### config.mk
export PLATFORM = sky130hd
export DESIGN_NAME = hs_npu_pe
export DESIGN_NICKNAME = d
export VERILOG_FILES = /design/src/rtl/hs_npu_pe.sv
export SDC_FILE = /design/constraint.sdc
export NUM_CORES = 1
export LEC_CHECK = 0
export ABC_AREA = 1
export BUFFER_PORTS_ARGS = -buffer_cell sky130_fd_sc_hd__buf_4
export CAP_MARGIN = 20
export CORE_MARGIN = 2
export CORE_UTILIZATION = 65
export CTS_CLUSTER_SIZE = 28
export DETAILED_ROUTE_END_ITERATION = 16
export PLACE_DENSITY = 0.86
export SYNTH_ARGS = -nofsm -noshare
export SYNTH_HDL_FRONTEND = slang
export SYNTH_SLANG_ARGS = --single-unit
### constraint.sdc
create_clock -name clk -period 12.1 [get_ports clk]
set_input_delay 1.21 -clock clk [delete_from_list [all_inputs] [get_ports clk]]
set_output_delay 1.21 -clock clk [all_outputs]
set_load 0.05 [all_outputs]
### src/rtl/hs_npu_pe.sv
// Systolic-array processing element: a signed multiply-accumulate with a double-buffered weight,
// weight-stationary pass-sum and output-stationary accumulate modes, and optional saturation.
module hs_npu_pe #(
  parameter int DATA_W   = 16,
  parameter int ACC_W    = 32,
  parameter bit SATURATE = 1'b1
) (
  input  logic                     clk,
  input  logic                     rst_n,
  input  logic                     mode_in,
  input  logic                     a_valid_in,
  input  logic signed [DATA_W-1:0] a_in,
  output logic                     a_valid_out,
  output logic signed [DATA_W-1:0] a_out,
  input  logic                     w_load_in,
  input  logic signed [DATA_W-1:0] w_in,
  output logic                     w_load_out,
  output logic signed [DATA_W-1:0] w_out,
  input  logic                     w_swap_in,
  output logic                     w_swap_out,
  input  logic signed [ACC_W-1:0]  sum_in,
  input  logic                     acc_clr_in,
  output logic signed [ACC_W-1:0]  result,
  output logic                     result_valid,
  input  logic                     ovf_clr_in,
  output logic                     ovf
);

  if (ACC_W < 2 * DATA_W) begin : g_bad_acc_w
    $error("hs_npu_pe: ACC_W must be at least 2*DATA_W");
  end

  localparam logic signed [ACC_W-1:0] ACC_MAX = {1'b0, {(ACC_W-1){1'b1}}};
  localparam logic signed [ACC_W-1:0] ACC_MIN = {1'b1, {(ACC_W-1){1'b0}}};

  logic                     r_a_valid_out;
  logic signed [DATA_W-1:0] r_a_out;
  logic signed [DATA_W-1:0] r_shadow_w;
  logic signed [DATA_W-1:0] r_active_w;
  logic                     r_w_load_out;
  logic                     r_w_swap_out;
  logic signed [ACC_W-1:0]  r_result;
  logic                     r_result_valid;
  logic                     r_ovf;

  logic signed [2*DATA_W-1:0] w_a_ext;
  logic signed [2*DATA_W-1:0] w_w_ext;
  logic signed [2*DATA_W-1:0] w_product;
  logic signed [ACC_W:0]      w_prod_ext;
  logic signed [ACC_W-1:0]    w_base;
  logic signed [ACC_W:0]      w_base_ext;
  logic signed [ACC_W:0]      w_sum;
  logic                       w_oor;
  logic signed [ACC_W-1:0]    w_fix;

  // Product always uses the weight currently active; a same-cycle swap only affects later MACs.
  assign w_a_ext    = {{DATA_W{a_in[DATA_W-1]}}, a_in};
  assign w_w_ext    = {{DATA_W{r_active_w[DATA_W-1]}}, r_active_w};
  assign w_product  = w_a_ext * w_w_ext;
  assign w_prod_ext = {{(ACC_W+1-2*DATA_W){w_product[2*DATA_W-1]}}, w_product};

  always_comb begin
    w_base = '0;
    if (!mode_in)
      w_base = sum_in;
    else if (!acc_clr_in)
      w_base = r_result;
  end

  assign w_base_ext = {w_base[ACC_W-1], w_base};
  assign w_sum      = w_prod_ext + w_base_ext;
  // The extra top bit disagrees with the ACC_W sign bit exactly when the sum leaves ACC_W range.
  assign w_oor      = w_sum[ACC_W] ^ w_sum[ACC_W-1];

  always_comb begin
    w_fix = w_sum[ACC_W-1:0];
    if (w_oor && SATURATE)
      w_fix = w_sum[ACC_W] ? ACC_MIN : ACC_MAX;
  end

  always_ff @(posedge clk or negedge rst_n) begin
    if (!rst_n) begin
      r_a_valid_out <= 1'b0;
      r_a_out       <= '0;
    end else begin
      r_a_valid_out <= a_valid_in;
      if (a_valid_in)
        r_a_out <= a_in;
    end
  end

  always_ff @(posedge clk or negedge rst_n) begin
    if (!rst_n) begin
      r_shadow_w   <= '0;
      r_active_w   <= '0;
      r_w_load_out <= 1'b0;
      r_w_swap_out <= 1'b0;
    end else begin
      r_w_load_out <= w_load_in;
      r_w_swap_out <= w_swap_in;
      if (w_load_in)
        r_shadow_w <= w_in;
      if (w_swap_in)
        r_active_w <= r_shadow_w;
    end
  end

  always_ff @(posedge clk or negedge rst_n) begin
    if (!rst_n) begin
      r_result       <= '0;
      r_result_valid <= 1'b0;
    end else begin
      r_result_valid <= a_valid_in;
      if (a_valid_in)
        r_result <= w_fix;
      else if (mode_in && acc_clr_in)
        r_result <= '0;
    end
  end

  // Setting wins over a simultaneous clear so no overflow event is ever lost.
  always_ff @(posedge clk or negedge rst_n) begin
    if (!rst_n)
      r_ovf <= 1'b0;
    else if (a_valid_in && w_oor)
      r_ovf <= 1'b1;
    else if (ovf_clr_in)
      r_ovf <= 1'b0;
  end

  assign a_valid_out  = r_a_valid_out;
  assign a_out        = r_a_out;
  assign w_load_out   = r_w_load_out;
  assign w_out        = r_shadow_w;
  assign w_swap_out   = r_w_swap_out;
  assign result       = r_result;
  assign result_valid = r_result_valid;
  assign ovf          = r_ovf;

endmodule

# Word-level counts from Yosys, hierarchy flattened
# Cells that the tools add are included.
[op_classes] mux=8 reduce_logical=4 n_addsub=1 multipliers=1 bitwise=1
[op_table] op="two-way mux 32 bit" count=6
[op_table] op="adder 32 x 32 -> 33 bit" count=1
[op_table] op="multiplier 16 x 16 -> 32 bit" count=1
[op_table] op="nonzero test 2 bit" count=2
[op_table] op="logical AND 1 bit" count=2
[op_table] op="two-way mux 1 bit" count=2
[op_table] op="bitwise XOR 1 bit" count=1
[word_totals] reg_bits=84 elab_cells=23

# Longest topological paths before layout
# Gate-level depths: netlist (run 1).
[logic_depth] depth_word=6 ltp_mapped=33

# Worst setup path before layout (run 1)
# OpenSTA, ideal clock, no wires.
[synth_path] path_kind="input to register" from="input a_in[15]" to="register r_result[10] (netlist: result[10])" setup_time_ps=118 path_slack_ps=5149 n_path_buf=3 cell_stages=28 arrival_time_ps=6833 required_time_ps=11982 cell_sequence="clkbuf_1 clkbuf_1 nand2_1 inv_1 fa_1 inv_1 fa_1 inv_1 fa_1 fa_1 fa_1 inv_1 fa_1 inv_1 ha_1 nand2_1 inv_1 a21oi_1 nand2_1 nand2_1 nand2_1 a21oi_1 nand2_2 nand3_2 buf_4 nand3_1 nand2_1 nand2_1"
[synth_between] elab_chain_len=5 elab_cells_between_ends=6
[synth_rtl] element="start, declared" line="12" source="input logic signed [DATA_W-1:0] a_in,"
[synth_rtl] element="multiplier 16 x 16 -> 32 bit *" line="59" source="assign w_product = w_a_ext * w_w_ext;"
[synth_rtl] element="adder 32 x 32 -> 33 bit *" line="71" source="assign w_sum = w_prod_ext + w_base_ext;"
[synth_rtl] element="two-way mux 32 bit / bitwise XOR 1 bit (equally long branches)" line="78, 73"
[synth_rtl] element="two-way mux 32 bit *" line="77" source="if (w_oor && SATURATE)"
[synth_rtl] element="two-way mux 32 bit *" line="114" source="if (a_valid_in)"
[synth_rtl] element="end signal, assigned" line="115" source="r_result <= w_fix;"
[synth_rtl] element="end, declared" line="42" source="logic signed [ACC_W-1:0] r_result;"
# Mark *: on every way between the ends. The rest lies on a longest branch, timed or not.
# A chain may end at the register's enable or synchronous reset.

# Final worst setup path (run 1)
# Ends and elaborated chain as after synthesis.

==> impl_metrics.toml, run 1 <==
[finish]
area_growth_pct = 8.494
ff_latch_area_sq_um = 2102
nNetsFinal = 2582
drive_above_1_share_pct = 9.220
nFillCells = 1872
diodes = 0
multi_input_area_sq_um = 11270
final_cell_area_sq_um = 17180

[critical_path]
rr_worst_depth = 23
critPathKind = "in -> reg"
crit_path_max_fanout = 32
cp.required_ns = 12.39
cp-start-kind = "primary input"
crit_path_end_kind = "flip-flop"
cp.arrival_ns = 7.76

[synthesis]
synth_area_sq_um = 15840
synth.area.top_cells = "fa_1 38%, nand2_1 14%, dfrtp_1 13%"
synth_cell_types = 36
ys_ff_latch = 84
syn-num-nets = 2523
yosysWarnings = 0
yosysTopAreaCellShare_pct = 37.80
syn_avg_cell_area_sq_um = 7.721
syn_inst = 2051
yosysSeqAreaShare_pct = 13.27
synth_top_area_cell = "fa_1"

[routing]
drt_pass1_iterations = 7
route.detailed.drc = 0
via_per_inst = 5.387
wl_per_cell_um = 16.98
wl_um = 41420
drtIter0Drc = 968
antenna_left = 0
route.vias.total = 13140

[worst_hold_path]
holdCritPathClass = "reg -> reg"
hold_depth = 2

[clock_network]
cts_max_level = 3
clk-insertion-delay-late_ns = 0.36
cts.repair.resized = 0
cts_tree = "yes"
clockRootBuffer = "clkbuf_16"
path_clk_slew_ns = 0.08
post_cts_buffers = 0
cts_sinks = 84
clockBufferDepth = 2
numCtsBuffers = 9
cts_hold_buf = 0

[timing]
max_freq_ghz = 0.1339
rsz0062_at_grt = "no"
finClkSkew_ns = 0.01381
slew_violations = 0
worst_pin_slew_ns = 1.038
period_share_pct = 61.72
slew_headroom_pct = 30.73
layout_min_cycle_time_ns = 7.468
final_hold_viol_count = 0
setup_violations = 0
setup_slack_ns = 4.632
finalSetupTns_ns = 0

[floorplanning]
start_util_pct = 65.69
row_count = 57
die_h_um = 160.1
die_width_um = 160.1
pin_count = 141
core_sq_um = 24110
die_area_sq_um = 25630

[global_route]
grt_usage_pct = 33.60
grt_pass1_vias = 14080
grt_pass1_wl_um = 67810
grt_start_max_net_pins = 66
antenna_found_initial = 0
grt_overflow = 0

[placed_design]
dp_hpwl_um = 33760
numPortBuffers = 140
post_dp_cell_area_sq_um = 16900
gp_congestion = 0.9446
dpl_worst_slack_ns = 4.298

[outcome]
status = "finished clean"

[flow_run]
cap_violations = 0
## cells in the mapped netlist
cell      instances
nand2_1         603
inv_1           542
fa_1            299
ha_1            101
nor2_1           95
dfrtp_1          84
clkbuf_1         81
a21oi_1          75
nand3_1          44
o21ai_0          23
nand3_2          13
xnor2_1          13
nand4_1          10
nor3_1            8
buf_6             7
nand2_2           6
xor2_1            6
buf_1             5
o21bai_1          5
or2_2             5
nand3b_1          4
a21o_1            3
and2_1            3
buf_4             2
inv_2             2
nand2_4           2
a21oi_2           1
a21oi_4           1
and2_2            1
clkinv_1          1
mux2_2            1
nor2_2            1
nor2_4            1
nor3_2            1
nor3b_2           1
o211ai_1          1
## cell families (layout without fill, tap and decap cells)
kind of cell	Yosys count	in the layout	synth area share, %
fa+ha+maj	400	400	45.78
flops	84	84	13.27
xor+xnor	19	19	1.051
compound gates	109	109	3.682
simple gates	798	798	20.59
mux	1	1	0.07111
buf+inv	640	704	15.55
## state kept, by name, summed over array words and instances (netlist names)
signal and count:
w_swap_out 1, result 32, r_active_w 16, w_load_out 1, w_out 16, ovf 1, a_out 16, result_valid 1
## path summary, 6_finish.rpt
| check | to | slack [ns] | from |
|---|---|---|---|
| max | result[10]$_DFFE_PN0P_ | 4.63 | a_in[15] |
| min | a_out[7]$_DFFE_PN0P_ | 0.47 | a_out[7]$_DFFE_PN0P_ |
| max reg2reg | result[10]$_DFFE_PN0P_ | 4.86 | r_active_w[7]$_DFFE_PN0P_ |
| min reg2reg | a_out[7]$_DFFE_PN0P_ | 0.47 | a_out[7]$_DFFE_PN0P_ |
| max in group asynchronous | w_out[14]$_DFFE_PN0P_ | 10.24 | rst_n |
| min in group asynchronous | result_valid$_DFF_PN0_ | 0.81 | rst_n |
## worst max-delay path, cell delays in order
cell     delay, ns
buf_4         0.17
nand2_1       0.16
inv_1         0.09
fa_1          0.72
inv_1         0.11
fa_1          0.54
inv_1         0.30
fa_1          0.50
fa_1          0.54
fa_1          0.50
inv_1         0.05
fa_1          0.47
inv_1         0.04
ha_1          0.37
nand2_1       0.10
inv_1         0.08
nand2_1       0.12
nor3_1        0.24
nand2_1       0.09
nand2_1       0.06
a21oi_1       0.05
nand2_2       0.10
nand3_2       0.63
nand3_1       0.31
nand2_1       0.09
nand2_1       0.10
## per-stage QoR
stage                     utilization, %  std cells  hold WS (ns)
after detailed placement           70.10       2423        0.4592
after floorplan                        -       2051        0.5504
after global routing               71.27       2439        0.5154
final                              71.27       2439        0.4741
after global placement             70.10       2423        0.4545
after CTS                          71.27       2439        0.4786
## cell type report
class | count | area share [%]
Clock buffer | 9 | 1.311
Clock inverter | 7 | 0.3350
Inverter | 545 | 11.91
Multi-Input combinational cell | 1327 | 65.60
Sequential cell | 84 | 12.24
Tap cell | 324 | 2.360
Timing Repair Buffer | 143 | 6.249
## cells in the final DEF (no fill, tap or decap), drive strengths merged
master    count
or2           5
clkinv        2
nand3b        4
clkbuf        9
nor3b         1
nor3          9
xor2          6
mux2          1
fa          299
a21o          3
xnor2        13
ha          101
o21ai        23
nor2         97
and2          4
inv         547
o21bai        5
nand3        57
nand2       611
a21oi        77
buf         143
o211ai        1
nand4        10
clkinvlp      3
dfrtp        84
## layer usage
metal	up-vias	track usage, %	part of all wire (%)
li1	5962	-	-
met1	6418	40.54	37
met2	604	59.88	51
met3	156	4.597	6.6
met4	0	15.72	4.9
met5	-	0	0
Power of run 1 is left out: the tool's default activity adds up to more than one toggle a clock period on the data nets, which glitch-free logic cannot reach.
==> run 2: changes to the inputs <==
--- a/config.mk
+++ b/config.mk
@@ -9,10 +9,10 @@
 export BUFFER_PORTS_ARGS = -buffer_cell sky130_fd_sc_hd__buf_4
 export CAP_MARGIN = 20
 export CORE_MARGIN = 2
-export CORE_UTILIZATION = 65
+export CORE_UTILIZATION = 57
 export CTS_CLUSTER_SIZE = 28
 export DETAILED_ROUTE_END_ITERATION = 16
-export PLACE_DENSITY = 0.86
+export PLACE_DENSITY = 0.8
 export SYNTH_ARGS = -nofsm -noshare
 export SYNTH_HDL_FRONTEND = slang
 export SYNTH_SLANG_ARGS = --single-unit
==> constraint.sdc (replaced) <==
create_clock -name clk -period 6.7 [get_ports clk]
set_input_delay 0.67 -clock clk [delete_from_list [all_inputs] [get_ports clk]]
set_output_delay 0.67 -clock clk [all_outputs]
set_load 0.05 [all_outputs]
==> run 2 against run 1 <==
Compared with the run above: routed wire length grew 0.36%; highest routed layer unchanged; global-route usage shrank 3.2 points; setup slack got worse by 4.2 ns.
==> impl_metrics.toml, run 2 (synthesized netlist as in run 1, its figures left out) <==
[finish]
ff_latch_area_sq_um = 2107
multi_input_area_sq_um = 11290
diodes = 0
most-common-layout-cells = "603 x nand2_1, 541 x inv_1, 298 x fa_1"
nNetsFinal = 2605
layoutNonFillerInstCount = 2515
area_growth_pct = 10.38
nFillCells = 2399
drive_above_1_share_pct = 10.44
largest_register_ffs = 32
final_common_cell = "nand2_1"

[clock_network]
clockBufferDepth = 2
cts_max_level = 3
cts_tree = "yes"
path_clk_slew_ns = 0.06
numCtsBuffers = 9
clk-insertion-delay-late_ns = 0.36
clockRootBuffer = "clkbuf_16"
cts_sinks = 84
cts.repair.resized = 0
post_cts_buffers = 0
cts_hold_buf = 0

[global_route]
grt_start_max_net_pins = 55
grt_pass1_vias = 13706
grt_pass1_wl_um = 68250
grt_overflow = 0
antenna_found_initial = 0
grt_usage_pct = 30.40

[timing]
slew_headroom_pct = 31.99
setup_slack_ns = 0.4017
rsz0062_at_grt = "no"
finClkSkew_ns = 0.006113
slew_violations = 0
period_share_pct = 94.00
finalSetupTns_ns = 0
layout_min_cycle_time_ns = 6.298
worst_pin_slew_ns = 1.019
max_freq_ghz = 0.1588
setup_violations = 0
final_hold_viol_count = 0

[placed_design]
numPortBuffers = 140
dpl_worst_slack_ns = 0.04341
placed_cells = 2500
gp_congestion = 0.9631
dp_hpwl_um = 34740

[routing]
drtIter0Drc = 935
wl_met3_um = 2541
drt_pass1_iterations = 5
top_layer_used = "met4"
antenna_left = 0
wl_per_cell_um = 16.53
wl_um = 41570
met2WireLength_um = 21020
route.vias.total = 13083
route.detailed.drc = 0
m1WireLength_um = 16430
via_per_inst = 5.202

[critical_path]
cp_top_family = "adder cells"
cp.required_ns = 7.00
cp_num_buf_inv = 9
cp-start-kind = "primary input"
cp.depth = 28
worstReg2RegStart = "r_active_w[10]$_DFFE_PN0P_"
slowest_stage = "fa_2"
critPathMaxStageDelay_ns = 0.63
regToRegSetupSlack_ns = 0.43
crit_top_cell = "nand2_1"
cp.arrival_ns = 6.59
crit_path_max_fanout = 31
crit_path_end_kind = "flip-flop"
critPathKind = "in -> reg"
rr_endpoint = "ovf$_DFFE_PN0P_"
rr_worst_depth = 25

[worst_hold_path]
holdCritPathClass = "in -> async"

[flow_run]
cap_violations = 0

[floorplanning]
row_count = 61
die_h_um = 170.7
die_area_sq_um = 29130
die_width_um = 170.7
core_sq_um = 27550
pin_count = 141
start_util_pct = 57.47

[outcome]
status = "finished clean"
## run 2: changes by cell type in the layout (fill, tap and decap cells not counted), moves of 2 or more
cell        previous run  this run
clkinv_2               0         2
buf_12                 0         2
clkinvlp_4             3         1
dfrtp_2                0         4
buf_4                143       164
dfrtp_1               84        80
inv_6                  3         1
## run 2: through the flow
step           util, %  instance area, sq um  hold WS [ns]
2_1_floorplan        -                 15840        0.3744
3_3_place_gp     62.29                 17160        0.4547
3_5_place_dp     62.29                 17160        0.4609
4_1_cts          63.35                 17450        0.2377
5_1_grt          63.44                 17480        0.2642
6_report         63.44                 17480        0.2366
## run 2: worst reg2reg max path, cell delays in order (launching register included)
cell and delay [ns]:
dfrtp_1 0.57, buf_4 0.27, nand2_1 0.06, inv_1 0.06
fa_1 0.55, inv_1 0.06, fa_1 0.53, inv_1 0.05
fa_1 0.51, fa_1 0.45, fa_1 0.50, inv_1 0.05
fa_1 0.50, inv_1 0.05, ha_1 0.34, a21oi_1 0.30
nand2_1 0.15, a21oi_2 0.19, nand2_2 0.13, a21oi_1 0.18
nand2_2 0.10, nand3_2 0.10, buf_12 0.21, nand2_1 0.08
nand2_1 0.06, o21ai_0 0.09
## run 2: worst max-delay path by stage
| stage | to | slack [ns] | startpoint |
|---|---|---|---|
| after detailed placement | result[10]$_DFFE_PN0P_ | 0.04 | a_in[15] |
| after global placement | result[6]$_DFFE_PN0P_ | 0.16 | a_in[15] |
| after global routing | ovf$_DFFE_PN0P_ | 0.04 | r_active_w[9]$_DFFE_PN0P_ |
| final | result[7]$_DFFE_PN0P_ | 0.40 | a_in[15] |
| after floorplan | result[10]$_DFFE_PN0P_ | 0.29 | a_in[15] |
| after CTS | result[10]$_DFFE_PN0P_ | 0.29 | r_active_w[6]$_DFFE_PN0P_ |
## run 2: final cells by class
| class | count | share of cell area [%] |
|---|---|---|
| Clock inverter | 4 | 0.2792 |
| Sequential cell | 84 | 12.05 |
| Multi-Input combinational cell | 1327 | 64.57 |
| Clock buffer | 11 | 1.389 |
| Inverter | 545 | 11.73 |
| Timing Repair Buffer | 166 | 7.273 |
| Tap cell | 378 | 2.706 |
## run 2: metal layers
metal	vias up	GRT usage [%]
met4	0	11.74
met3	106	4.303
met2	481	52.86
met1	6484	38.57
met5	-	0
li1	6012	-
Power of run 2 is left out for the same reason.
